File: src/rtl/capture_position_gen_if.sv
// Capture-side video bus: raw sync/RGB and geometry words in, line buffer
// write address, data and timing status out.
interface capture_position_gen_if;
    logic [7:0]  R_i;
    logic [7:0]  G_i;
    logic [7:0]  B_i;
    logic        HSYNC_i;
    logic        VSYNC_i;
    logic [31:0] h_in_config;
    logic [31:0] h_in_config2;
    logic [31:0] v_in_config;
    logic [31:0] v_in_config2;

    logic [7:0]  R_o;
    logic [7:0]  G_o;
    logic [7:0]  B_o;
    logic        DE_o;
    logic [10:0] xpos_o;
    logic [10:0] ypos_o;
    logic        FID_o;
    logic        frame_change_o;
    logic [11:0] h_total_o;
    logic [10:0] v_total_o;
    logic        sync_lost_o;

    modport master (
        output R_i, G_i, B_i, HSYNC_i, VSYNC_i,
        output h_in_config, h_in_config2, v_in_config, v_in_config2,
        input  R_o, G_o, B_o, DE_o, xpos_o, ypos_o, FID_o, frame_change_o,
        input  h_total_o, v_total_o, sync_lost_o
    );

    modport slave (
        input  R_i, G_i, B_i, HSYNC_i, VSYNC_i,
        input  h_in_config, h_in_config2, v_in_config, v_in_config2,
        output R_o, G_o, B_o, DE_o, xpos_o, ypos_o, FID_o, frame_change_o,
        output h_total_o, v_total_o, sync_lost_o
    );
endinterface

File: src/rtl/capture_position_gen.sv
// Capture timing recovery: sync-driven h/v counters, field ID, active window and
// line buffer write address. Define CAPTURE_MEAS_EN for line/frame measurement.
module capture_position_gen (
    input  logic                         PCLK_CAP_i,
    input  logic                         reset_n,
    capture_position_gen_if.slave        vid
);

    localparam logic [11:0] H_SAT = 12'hFFF;
    localparam logic [10:0] V_SAT = 11'h7FF;

    logic [8:0]  h_synclen;
    logic [8:0]  h_backporch;
    logic [10:0] h_active;
    logic [11:0] h_total_cfg;
    logic [4:0]  v_synclen;
    logic [8:0]  v_backporch;
    logic [10:0] v_active;
    logic [10:0] v_fchg;

    assign h_synclen   = vid.h_in_config[28:20];
    assign h_backporch = vid.h_in_config[19:11];
    assign h_active    = vid.h_in_config[10:0];
    assign h_total_cfg = vid.h_in_config2[11:0];
    assign v_synclen   = vid.v_in_config[24:20];
    assign v_backporch = vid.v_in_config[19:11];
    assign v_active    = vid.v_in_config[10:0];
    assign v_fchg      = vid.v_in_config2[10:0];

    logic       hs_s1, vs_s1, hs_s2, vs_s2;
    logic [7:0] r_s1, g_s1, b_s1;
    logic [7:0] r_s2, g_s2, b_s2;

    // Sync stages reset low so a sync already low at reset release is not an edge.
    always_ff @(posedge PCLK_CAP_i or negedge reset_n) begin
        if (!reset_n) begin
            hs_s1 <= 1'b0;
            vs_s1 <= 1'b0;
            hs_s2 <= 1'b0;
            vs_s2 <= 1'b0;
            r_s1  <= 8'd0;
            g_s1  <= 8'd0;
            b_s1  <= 8'd0;
            r_s2  <= 8'd0;
            g_s2  <= 8'd0;
            b_s2  <= 8'd0;
        end else begin
            hs_s1 <= vid.HSYNC_i;
            vs_s1 <= vid.VSYNC_i;
            hs_s2 <= hs_s1;
            vs_s2 <= vs_s1;
            r_s1  <= vid.R_i;
            g_s1  <= vid.G_i;
            b_s1  <= vid.B_i;
            r_s2  <= r_s1;
            g_s2  <= g_s1;
            b_s2  <= b_s1;
        end
    end

    logic hs_edge, vs_edge;
    assign hs_edge = hs_s2 & ~hs_s1;
    assign vs_edge = vs_s2 & ~vs_s1;

    logic [11:0] h_cnt, h_next;
    logic [10:0] v_cnt, v_next;
    logic        vs_pending, pending_next;
    logic        v_wrap;

    always_comb begin
        h_next       = h_cnt;
        v_next       = v_cnt;
        pending_next = vs_pending;
        v_wrap       = 1'b0;
        if (hs_edge) begin
            h_next = 12'd0;
        end else if (h_cnt != H_SAT) begin
            h_next = h_cnt + 12'd1;
        end
        if (hs_edge && (vs_edge || vs_pending)) begin
            v_next       = 11'd0;
            pending_next = 1'b0;
            v_wrap       = 1'b1;
        end else if (hs_edge) begin
            if (v_cnt != V_SAT) begin
                v_next = v_cnt + 11'd1;
            end
        end else if (vs_edge) begin
            pending_next = 1'b1;
        end
    end

    always_ff @(posedge PCLK_CAP_i or negedge reset_n) begin
        if (!reset_n) begin
            h_cnt      <= H_SAT;
            v_cnt      <= V_SAT;
            vs_pending <= 1'b0;
        end else begin
            h_cnt      <= h_next;
            v_cnt      <= v_next;
            vs_pending <= pending_next;
        end
    end

    // Field is judged on the horizontal position of the pixel carrying the vsync edge.
    logic fid_q;
    always_ff @(posedge PCLK_CAP_i or negedge reset_n) begin
        if (!reset_n) begin
            fid_q <= 1'b0;
        end else if (vs_edge) begin
            fid_q <= (h_next >= {1'b0, h_total_cfg[11:1]});
        end
    end

    logic [11:0] h_start;
    logic [12:0] h_end;
    logic [10:0] v_start;
    logic [11:0] v_end;
    logic        h_in, v_in;
    logic [11:0] x_diff;
    logic [10:0] y_diff;

    assign h_start = 12'(h_synclen) + 12'(h_backporch);
    assign h_end   = 13'(h_start) + 13'(h_active);
    assign v_start = 11'(v_synclen) + 11'(v_backporch);
    assign v_end   = 12'(v_start) + 12'(v_active);
    assign h_in    = (h_cnt >= h_start) && (13'(h_cnt) < h_end);
    assign v_in    = (v_cnt >= v_start) && (12'(v_cnt) < v_end);
    assign x_diff  = h_cnt - h_start;
    assign y_diff  = v_cnt - v_start;

    logic [7:0]  r_q, g_q, b_q;
    logic        de_q, fchg_q;
    logic [10:0] xpos_q, ypos_q;

    always_ff @(posedge PCLK_CAP_i or negedge reset_n) begin
        if (!reset_n) begin
            r_q    <= 8'd0;
            g_q    <= 8'd0;
            b_q    <= 8'd0;
            de_q   <= 1'b0;
            xpos_q <= 11'd0;
            ypos_q <= 11'd0;
            fchg_q <= 1'b0;
        end else begin
            r_q    <= r_s2;
            g_q    <= g_s2;
            b_q    <= b_s2;
            de_q   <= h_in && v_in;
            xpos_q <= (h_in && v_in) ? x_diff[10:0] : 11'd0;
            ypos_q <= v_in ? y_diff : 11'd0;
            fchg_q <= (v_cnt == v_fchg);
        end
    end

    assign vid.R_o            = r_q;
    assign vid.G_o            = g_q;
    assign vid.B_o            = b_q;
    assign vid.DE_o           = de_q;
    assign vid.xpos_o         = xpos_q;
    assign vid.ypos_o         = ypos_q;
    assign vid.FID_o          = fid_q;
    assign vid.frame_change_o = fchg_q;

`ifdef CAPTURE_MEAS_EN
    logic [11:0] h_total_q;
    logic [10:0] v_total_q;
    logic        sync_lost_q;
    logic        vs_seen;

    // Lock is regained on the first line start that follows a vsync edge.
    always_ff @(posedge PCLK_CAP_i or negedge reset_n) begin
        if (!reset_n) begin
            h_total_q   <= 12'd0;
            v_total_q   <= 11'd0;
            sync_lost_q <= 1'b1;
            vs_seen     <= 1'b0;
        end else begin
            if (hs_edge) begin
                h_total_q <= (h_cnt == H_SAT) ? h_cnt : h_cnt + 12'd1;
            end
            if (v_wrap) begin
                v_total_q <= (v_cnt == V_SAT) ? v_cnt : v_cnt + 11'd1;
            end
            if (hs_edge) begin
                vs_seen <= 1'b0;
            end else if (vs_edge) begin
                vs_seen <= 1'b1;
            end
            if ((h_next == H_SAT) || (v_next == V_SAT)) begin
                sync_lost_q <= 1'b1;
            end else if (hs_edge && (vs_seen || vs_edge)) begin
                sync_lost_q <= 1'b0;
            end
        end
    end

    assign vid.h_total_o   = h_total_q;
    assign vid.v_total_o   = v_total_q;
    assign vid.sync_lost_o = sync_lost_q;
`else
    assign vid.h_total_o   = 12'd0;
    assign vid.v_total_o   = 11'd0;
    assign vid.sync_lost_o = 1'b0;
`endif

    logic unused_cfg;
    assign unused_cfg = ^{vid.h_in_config[31:29], vid.h_in_config2[31:12],
                          vid.v_in_config[31:25], vid.v_in_config2[31:11], x_diff[11]};

endmodule

File: src/flat_wrapper.sv
// flat-port wrapper written by rule: the top's interface ports become plain ports
module capture_position_gen_flat 
  (PCLK_CAP_i, reset_n, vid_R_i, vid_G_i, vid_B_i, vid_HSYNC_i, vid_VSYNC_i, vid_h_in_config, vid_h_in_config2, vid_v_in_config, vid_v_in_config2, vid_R_o, vid_G_o, vid_B_o, vid_DE_o, vid_xpos_o, vid_ypos_o, vid_FID_o, vid_frame_change_o, vid_h_total_o, vid_v_total_o, vid_sync_lost_o);
  capture_position_gen_if vid_i ();
  input  logic PCLK_CAP_i;
  input  logic reset_n;
  input wire logic [$bits(vid_i.R_i)-1:0] vid_R_i;
  input wire logic [$bits(vid_i.G_i)-1:0] vid_G_i;
  input wire logic [$bits(vid_i.B_i)-1:0] vid_B_i;
  input wire logic [$bits(vid_i.HSYNC_i)-1:0] vid_HSYNC_i;
  input wire logic [$bits(vid_i.VSYNC_i)-1:0] vid_VSYNC_i;
  input wire logic [$bits(vid_i.h_in_config)-1:0] vid_h_in_config;
  input wire logic [$bits(vid_i.h_in_config2)-1:0] vid_h_in_config2;
  input wire logic [$bits(vid_i.v_in_config)-1:0] vid_v_in_config;
  input wire logic [$bits(vid_i.v_in_config2)-1:0] vid_v_in_config2;
  output wire logic [$bits(vid_i.R_o)-1:0] vid_R_o;
  output wire logic [$bits(vid_i.G_o)-1:0] vid_G_o;
  output wire logic [$bits(vid_i.B_o)-1:0] vid_B_o;
  output wire logic [$bits(vid_i.DE_o)-1:0] vid_DE_o;
  output wire logic [$bits(vid_i.xpos_o)-1:0] vid_xpos_o;
  output wire logic [$bits(vid_i.ypos_o)-1:0] vid_ypos_o;
  output wire logic [$bits(vid_i.FID_o)-1:0] vid_FID_o;
  output wire logic [$bits(vid_i.frame_change_o)-1:0] vid_frame_change_o;
  output wire logic [$bits(vid_i.h_total_o)-1:0] vid_h_total_o;
  output wire logic [$bits(vid_i.v_total_o)-1:0] vid_v_total_o;
  output wire logic [$bits(vid_i.sync_lost_o)-1:0] vid_sync_lost_o;
  assign vid_i.R_i = vid_R_i;
  assign vid_i.G_i = vid_G_i;
  assign vid_i.B_i = vid_B_i;
  assign vid_i.HSYNC_i = vid_HSYNC_i;
  assign vid_i.VSYNC_i = vid_VSYNC_i;
  assign vid_i.h_in_config = vid_h_in_config;
  assign vid_i.h_in_config2 = vid_h_in_config2;
  assign vid_i.v_in_config = vid_v_in_config;
  assign vid_i.v_in_config2 = vid_v_in_config2;
  assign vid_R_o = vid_i.R_o;
  assign vid_G_o = vid_i.G_o;
  assign vid_B_o = vid_i.B_o;
  assign vid_DE_o = vid_i.DE_o;
  assign vid_xpos_o = vid_i.xpos_o;
  assign vid_ypos_o = vid_i.ypos_o;
  assign vid_FID_o = vid_i.FID_o;
  assign vid_frame_change_o = vid_i.frame_change_o;
  assign vid_h_total_o = vid_i.h_total_o;
  assign vid_v_total_o = vid_i.v_total_o;
  assign vid_sync_lost_o = vid_i.sync_lost_o;
  capture_position_gen u_core (.PCLK_CAP_i(PCLK_CAP_i), .reset_n(reset_n), .vid(vid_i));
endmodule
File: config.mk
export PLATFORM = sky130hd
export DESIGN_NAME = capture_position_gen_flat
export DESIGN_NICKNAME = d
export VERILOG_FILES = /design/src/rtl/capture_position_gen_if.sv /design/src/rtl/capture_position_gen.sv /design/src/flat_wrapper.sv
export SDC_FILE = /design/constraint.sdc
export NUM_CORES = 1
export LEC_CHECK = 0
export CAP_MARGIN = 40
export CORE_MARGIN = 2
export CORE_UTILIZATION = 40
export CTS_CLUSTER_SIZE = 40
export DETAILED_ROUTE_END_ITERATION = 16
export PLACE_DENSITY = 0.83
export SLEW_MARGIN = 20
export SYNTH_ARGS = -nofsm -noshare
export SYNTH_HDL_FRONTEND = slang
export SYNTH_SLANG_ARGS = --single-unit
File: constraint.sdc
create_clock -name PCLK_CAP_i -period 3 [get_ports PCLK_CAP_i]
set_clock_uncertainty 0.1 [all_clocks]
set_input_delay 0.3 -clock PCLK_CAP_i [delete_from_list [all_inputs] [get_ports PCLK_CAP_i]]
set_output_delay 0.3 -clock PCLK_CAP_i [all_outputs]
set_load 0.005 [all_outputs]
**Yosys cells after proc, flatten, opt, wreduce, memory -nomap -nowiden**

Index checks and enable logic that the tools add are counted.
W data, S select, Z words.

- Flip-flop bits (word level): 125
- Output and inout bits: 73

- Add/subtract/negate cells: 8
- $lt $le $gt $ge: 5
- Eq/ne operators: 4
- Multiplexer cells: 10
- Bitwise operators: 4
- Reduce and logical (&&, ||, !) cells: 10

Operators with widths:

| kind | number |
|---|---|
| $mux W11 | 5 |
| $mux W12 | 2 |
| $sub A11 B11 Y11 | 2 |
| $add A12 B11 Y13 | 1 |
| $lt A12 B13 Y1 | 1 |
| $add A11 B11 Y12 | 1 |
| $add A12 B1 Y12 const B | 1 |
| $ge A12 B10 Y1 | 1 |
| $ge A12 B11 Y1 | 1 |
| $lt A11 B12 Y1 | 1 |
| $ne A12 B12 Y1 const B | 1 |
| $add A11 B1 Y11 const B | 1 |
| $eq A11 B11 Y1 | 1 |
| $ge A11 B11 Y1 | 1 |
| $ne A11 B11 Y1 const B | 1 |
| $add A5 B9 Y10 | 1 |
| $add A9 B9 Y10 | 1 |
| $reduce_bool A2 Y1 | 3 |
| $logic_and A1 B1 Y1 | 4 |
| $reduce_and A2 Y1 | 2 |
| $mux W1 | 3 |
| $and A1 B1 Y1 | 2 |
| $ne A2 B2 Y1 const B | 1 |
| $not A1 Y1 | 2 |
| $logic_or A1 B1 Y1 | 1 |

**Logic depth before layout (Yosys ltp)**

Gate-level depths: netlist of the first run.

- Depth after elaboration: 6
- Mapped depth: 23

**Worst setup path before layout of the first run**

No wires, ideal clock.

- Kind: input port to flip-flop
- From: in vid_h_in_config[11]
- To: reg u_core.xpos_q[6], in the netlist u_core.vid.xpos_o[6]
- Library setup time: 95 ps
- Data arrival time: 4454 ps
- Required time: 2805 ps
- Slack: -1649 ps
- Stages on the path: 19
- Buffers on the path: 1
- Cells stage by stage: ha_1 fa_1 a21o_1 a21oi_1 nor2_1 o21a_1 o41a_1 xor2_1 ha_1 or4_1 o311ai_0 a311oi_1 ha_1 a21o_1 a21oi_1 a41oi_1 a311o_1 buf_4 nor4_4

- Longest elaborated chain between the ends: 6
- Elaborated cells between the ends (all ways): 8
- Those cells by class: add/sub (3); order compare (2); mux (1); reduce/logical (2)

RTL lines:

| item | line | text |
|---|---|---|
| from (decl) | flat_wrapper.sv:12 | `input wire logic [$bits(vid_i.h_in_config)-1:0] vid_h_in_config;` |
| $add A9 B9 Y10 * | capture_position_gen.sv:123 | `assign h_start = 12'(h_synclen) + 12'(h_backporch);` |
| $add A12 B11 Y13 | capture_position_gen.sv:124 | `assign h_end = 13'(h_start) + 13'(h_active);` |
| $lt A12 B13 Y1 | capture_position_gen.sv:127 | `assign h_in = (h_cnt >= h_start) && (13'(h_cnt) < h_end);` |
| $logic_and A1 B1 Y1 | capture_position_gen.sv:127 |  |
| $logic_and A1 B1 Y1 | capture_position_gen.sv:150 | `xpos_q <= (h_in && v_in) ? x_diff[10:0] : 11'd0;` |
| $mux W11 * | capture_position_gen.sv:150 |  |
| to (signal assigned) | capture_position_gen.sv:150 |  |
| to (decl) | capture_position_gen.sv:134 | `logic [10:0] xpos_q, ypos_q;` |

Every way passes the cells marked *; elsewhere a longest branch is shown, timed or not.
A chain may end at the register's enable or synchronous reset.

**Final worst setup path of the first run**

- From: in vid_h_in_config[20]
- To: reg u_core.xpos_q[3], in the netlist u_core.vid.xpos_o[3]

Same word-level chain as after synthesis.

==> metrics.yaml, run 1 <==
synth_top_area_share: 0.341
dp_slack_ps: -2150
numPortBuffers: 152
worst_setup_path_end_kind: "register"
fillCellCount: 1343
multiInputGateArea_mm2: 0.00454
powerDensity_mw_per_mm2: 519
vias: 6715
rsz0062_at_grt: "yes"
min_to: "u_core.g_s1[5]$_DFF_PN0_"
worstMarginPinSlew_ps: 575
cts_buffers: 17
layout-drive-gt1-share: 0.311
pwr-share-comb: 0.361
first_pass_iters: 5
die_x_um: 141
hold_depth: 1
status: "finished, violations left"
stdcell_area_mm2: 0.0119
p_sw_uw: 1850
pwr-share-clk: 0.340
p_seq_frac: 0.300
dpl.hpwl_mm: 14.8
netlist_area_mm2: 0.00749
grt_pass1_wl_mm: 33.9
rows: 50
syn_area_per_cell_um2: 10.4
r2r_cells: 13
final_cell_mix: "buf_4 (187), clkdlybuf4s50_1 (137), dfrtp_1 (102)"
synth.distinct_cells: 67
fin_nets: 1338
min-delay-start: "vid_G_i[5]"
required_ps: 3210
syn2layout_area_growth_pct: 58.5
drc: 0
slew_viol_final: 0
start_util: 0.405
htree_levels: 4
finalSetupViolCount: 23
layout_commonest_cell: "buf_4"
swShare: 0.299
start_kind: "input port"
ctsRootBufferMaster: "clkbuf_16"
final_util: 0.641
grt_max_degree: 90
synthArstFlopShare: 1.00
wire_per_inst_um: 15.9
max_cap_violations: 0
fp.dieArea_mm2: 0.0198
setup_slack_ps: -1390
path_buf_inv: 1
yosysTopAreaCell: "dfrtp_1"
wirelength_mm: 21.1
regToRegEndpoint: "u_core.vid.FID_o$_DFFE_PN0P_"
p_leak_uw: 0.00553
hold_viol_final: 0
hold_path_class: "in -> reg"
period_share: 1.46
cp.arrival_ps: 4600
cp_top_family: "compound AO/OA/AOI/OAI gates"
seq_area_frac_synth: 0.421
num_antenna_cells: 0
clkSlewWorstSetupHoldPaths_ps: 60
fin_tns_setup_ps: -28220
cts_tree: "built"
slowest_stage: "or4_4"
r2r_start: "u_core.h_cnt[8]$_DFF_PN1_"
ys_ff_latch: 125
irDropWorstVdd_mv: 0.471
max-clock-path-buffers: 2
pin_count: 229
cts_sinks: 125
ys_top_cells_by_area: "dfrtp_1 (34%), ha_1 (16%), dfstp_2 (8.1%), xnor2_1 (4.7%), xor2_1 (3.3%)"
syn-instance-count: 719
reg2reg_slack_ps: 130
synth_warnings: 0
design.core.area_mm2: 0.0185
area.sequential_mm2: 0.00316
critical_path_class: "in -> reg"
whs_ps: 219
antenna_found_initial: 0
drtAntennaViolNets: 0
worstPathCellList: "buf_8, ha_4, fa_2, a21o_1, a21oi_2, nor2_1, o21a_1, o41a_1, xor2_2, ha_1, or4_4, o311ai_4, a311oi_2, ha_1, a21o_1, a21oi_2, a41oi_2, a311o_2, nor4bb_4"
violations: "negative setup slack"
p_int_uw: 4320
clk_latency_ps: 410
min_period_ps: 4390
grt_pass1_vias: 7018
slowest_delay_ps: 540
placed_area_mm2: 0.0106
path_max_fanout: 4
die_h_um: 141
fmax_mhz: 228
synthFlopType: "dfrtp_1"
overflow: 0
grt_util_all_layers: 0.214
synth_edf_count: 0
first_iter_violations: 320
gp_congestion: 0.949
slew_headroom: 0.615
vias_per_cell: 5.05
[routing by layer]
layer	track usage	part of all wire	up-vias
li1	-	-	3228
met1	0.238	0.39	3216
met2	0.408	0.54	233
met3	0.0397	0.048	38
met4	0.0763	0.021	0
met5	0	0	-
[power by group through the flow]
stage / registers, uW / clock network (uW) / logic [uW]
finish: 1850 / 2090 / 2220
global route: 1860 / 2210 / 2450
CTS: 1850 / 2130 / 2120
detailed placement: 1870 / 0 / 1970
global placement: 1870 / 0 / 1900
floorplan: 1870 / 0 / 1050
[worst max-delay path by stage]
stage	from	endpoint	slack [ps]	cells past startpoint
final	vid_h_in_config[20]	u_core.vid.xpos_o[3]$_DFF_PN0_	-1390	19
after global routing	vid_h_in_config[20]	u_core.vid.xpos_o[3]$_DFF_PN0_	-1520	19
after CTS	vid_h_in_config[20]	u_core.vid.xpos_o[3]$_DFF_PN0_	-1300	19
after detailed placement	vid_h_in_config[11]	u_core.vid.xpos_o[3]$_DFF_PN0_	-2150	19
after global placement	vid_h_in_config[11]	u_core.vid.xpos_o[6]$_DFF_PN0_	-2070	20
after floorplan	vid_h_in_config[11]	u_core.vid.xpos_o[2]$_DFF_PN0_	-1400	19
[metrics by stage]
| step | power, uW | instances |
|---|---|---|
| after floorplan | 2920 | 742 |
| after global placement | 3770 | 1265 |
| after detailed placement | 3850 | 1265 |
| after CTS | 6100 | 1326 |
| after global routing | 6520 | 1329 |
| final | 6160 | 1329 |
[cell type report]
type	instances	share of cell area
clock buffer	20	0.0376
clock inverter	12	0.0136
inverter	45	0.0142
multi-input combinational	542	0.382
sequential	125	0.266
tap	234	0.0247
timing repair buffer	351	0.261
[synthesized netlist by cell type, drive strengths merged (2+ instances only)]
cell type / count
nor2: 58
nand2b: 8
o21bai: 2
o211a: 2
a311o: 3
o311ai: 2
a311oi: 5
xnor2: 40
a21o: 15
buf: 28
o41ai: 2
nor4b: 2
and4: 4
clkbuf: 2
and3: 4
nor3: 30
nor3b: 5
dfrtp: 102
o211ai: 2
nand3: 13
nand4: 13
o21a: 11
or3: 3
nor4: 4
nor2b: 15
o31a: 3
a21boi: 3
o31ai: 3
nand2: 35
fa: 6
dfstp: 23
ha: 94
inv: 45
a41oi: 3
a21oi: 37
and2: 4
xor2: 28
a31oi: 4
o21ai: 35
a211oi: 6
[state kept, by name (all words and copies together) (netlist names), 8 cells and up]
| name | flops |
|---|---|
| u_core.b_s1 | 8 |
| u_core.b_s2 | 8 |
| u_core.g_s1 | 8 |
| u_core.g_s2 | 8 |
| u_core.h_cnt | 12 |
| u_core.r_s1 | 8 |
| u_core.r_s2 | 8 |
| u_core.v_cnt | 11 |
| u_core.vid.B_o | 8 |
| u_core.vid.G_o | 8 |
| u_core.vid.R_o | 8 |
| u_core.vid.xpos_o | 11 |
| u_core.vid.ypos_o | 11 |
[kinds of logic (layout without fill, tap and decap cells)]
family | after synthesis | count (layout) | synth area share
XOR/XNOR | 68 | 68 | 0.0795
AO/OA/AOI/OAI | 146 | 146 | 0.132
adder cells (fa/ha/maj) | 100 | 100 | 0.173
AND/OR/NAND/NOR | 203 | 203 | 0.141
flip-flops | 125 | 125 | 0.421
other | 1 | 24 | 0.000501
multiplexers | 1 | 1 | 0.00134
buffers and inverters | 75 | 428 | 0.0518
[repair_timing]
action / 4_1_cts / 5_1_grt
hold endpoints to repair: 36 / 0
pin swaps: 54 / 34
setup endpoints to repair: 23 / 24
hold buffers: 1 / 0
setup buffers: 25 / 6
resized for setup: 84 / 43
cloned: 3 / 0
Note: power is estimated with default switching activity, not from simulation.
==> run 2, diff against run 1 <==
- GPL_ROUTABILITY_DRIVEN: not set -> 0
==> metrics.yaml, run 2 (synthesized netlist as in run 1, its figures left out) <==
status: "finished, violations left"
violations: "negative setup slack"
min_period_ps: 4320
cts_tree: "built"
max_cap_violations: 0
required_ps: 3210
num_antenna_cells: 0
max-clock-path-buffers: 2
ctsRootBufferMaster: "clkbuf_16"
start_util: 0.405
dp_cells: 1265
antenna_found_initial: 0
cp.arrival_ps: 4530
drtAntennaViolNets: 0
layout_commonest_cell: "buf_4"
cp_top_family: "compound AO/OA/AOI/OAI gates"
first_pass_iters: 5
setup_slack_ps: -1320
wirelength_mm: 20.0
worstMarginPinSlew_ps: 639
final_util: 0.631
grt_util_all_layers: 0.202
die_h_um: 141
first_iter_violations: 264
pin_count: 229
grt_pass1_vias: 6700
wire_per_inst_um: 15.1
hold_path_class: "in -> reg"
clk_latency_ps: 410
hold_viol_final: 0
numPortBuffers: 152
critical_path_class: "in -> reg"
fp.dieArea_mm2: 0.0198
powerDensity_mw_per_mm2: 513
design.core.area_mm2: 0.0185
die_x_um: 141
slowest_delay_ps: 510
overflow: 0
grt_pass1_wl_mm: 31.9
slew_viol_final: 0
slowest_stage: "or4_1"
path_max_fanout: 7
start_kind: "input port"
cts_buffers: 17
htree_levels: 4
period_share: 1.44
worstPathCellList: "buf_8, ha_4, fa_2, a21o_1, a21oi_2, nor2_1, o21a_1, o41a_1, xor2_2, ha_1, or4_1, o311ai_1, a311oi_1, ha_1, a21o_1, a21oi_1, a41oi_1, a311o_1, buf_6, nor4_4"
syn2layout_area_growth_pct: 55.9
vias_per_cell: 4.99
drc: 0
fmax_mhz: 231
slew_headroom: 0.573
grt_max_degree: 58
p_leak_uw: 0.00539
final_cell_mix: "buf_4 (185), clkdlybuf4s50_1 (137), dfrtp_1 (102)"
rows: 50
worst_setup_path_end_kind: "register"
cts_sinks: 125
largest_register_ffs: 12
final_cells: 1324
path_buf_inv: 2
regMostFlops: "u_core.h_cnt"
fin_nets: 1333
whs_ps: 220
fillCellCount: 1430
vias: 6609
layout-drive-gt1-share: 0.305
finalSetupViolCount: 23
rsz0062_at_grt: "yes"
dpl.hpwl_mm: 15.0
irDropWorstVdd_mv: 0.401
clkSlewWorstSetupHoldPaths_ps: 60
-- run 2: cell count changes in the layout (fill, tap and decap cells not counted), sizes merged --
cell and change:
inv +3, clkinv +1, o21ai +1, clkbuf -3, clkinvlp -1, buf -4
bufinv -2
-- run 2: report_power, final --
group | switching (uW) | total, uW | internal (uW) | leakage (uW)
clock | 796 | 1980 | 1180 | 0.000276
combinational | 1020 | 2180 | 1160 | 0.00363
sequential | 50.5 | 1840 | 1790 | 0.00148
total | 1870 | 5990 | 4130 | 0.00539
-- run 2: worst paths after layout --
| check | startpoint | to | slack (ps) | cells after the start |
|---|---|---|---|---|
| min reg2reg | u_core.r_s2[6]$_DFF_PN0_ | u_core.vid.R_o[6]$_DFF_PN0_ | 250 | 0 |
| min in group asynchronous | reset_n | u_core.r_s1[5]$_DFF_PN0_ | 270 | 2 |
| min | vid_G_i[6] | u_core.g_s1[6]$_DFF_PN0_ | 220 | 1 |
| max reg2reg | u_core.h_cnt[6]$_DFF_PN1_ | u_core.vid.FID_o$_DFFE_PN0P_ | 60 | 13 |
| max | vid_h_in_config[20] | u_core.vid.xpos_o[6]$_DFF_PN0_ | -1320 | 20 |
| max in group asynchronous | reset_n | u_core.r_s1[7]$_DFF_PN0_ | 1710 | 3 |
-- run 2: cell type report --
cell class | instances | area, um2 | area share
multi-input cells | 543 | 4490 | 0.384
flip-flops and latches | 125 | 3160 | 0.270
repair buffers | 345 | 3000 | 0.257
clock buffers | 19 | 443 | 0.0379
well taps | 234 | 293 | 0.0251
inverters | 45 | 169 | 0.0145
clock inverters | 13 | 129 | 0.0110
-- run 2: worst reg2reg max path: stages, from the launching register on --
cell	delay [ps]
dfstp_2	550
nand3_2	80
or2_4	270
or3_4	400
nand4_1	110
xor2_1	150
nor2_1	90
ha_2	230
a21o_1	150
a21o_1	160
a21oi_2	190
o31ai_4	100
a31oi_1	140
a21oi_1	80
-- run 2: what timing repair did --
action,in CTS,in global routing
hold buffers,1,0
setup buffers,20,6
setup endpoints to repair,24,24
pin swaps,50,46
gates cloned,1,0
resized for setup,74,38
endpoints found under the hold margin,21,0
-- run 2: metal layers --
metal  up-vias  global-route usage  part of all wire
met4         0              0.0779             0.025
met5         -                   0                 0
met1      3162               0.236              0.40
li1       3221                   -                 -
met3        36              0.0387             0.043
met2       190               0.366              0.53
-- run 2: through the flow --
stage,worst slack [ps],power (uW),instance area (um2),setup TNS (ps)
floorplan,-1400,2920,7710,-26170
global placement,-2080,3770,10600,-44050
detailed placement,-2130,3830,10600,-45360
CTS,-1240,5920,11400,-25300
global route,-1490,6350,11700,-31360
finish,-1320,5990,11700,-27620
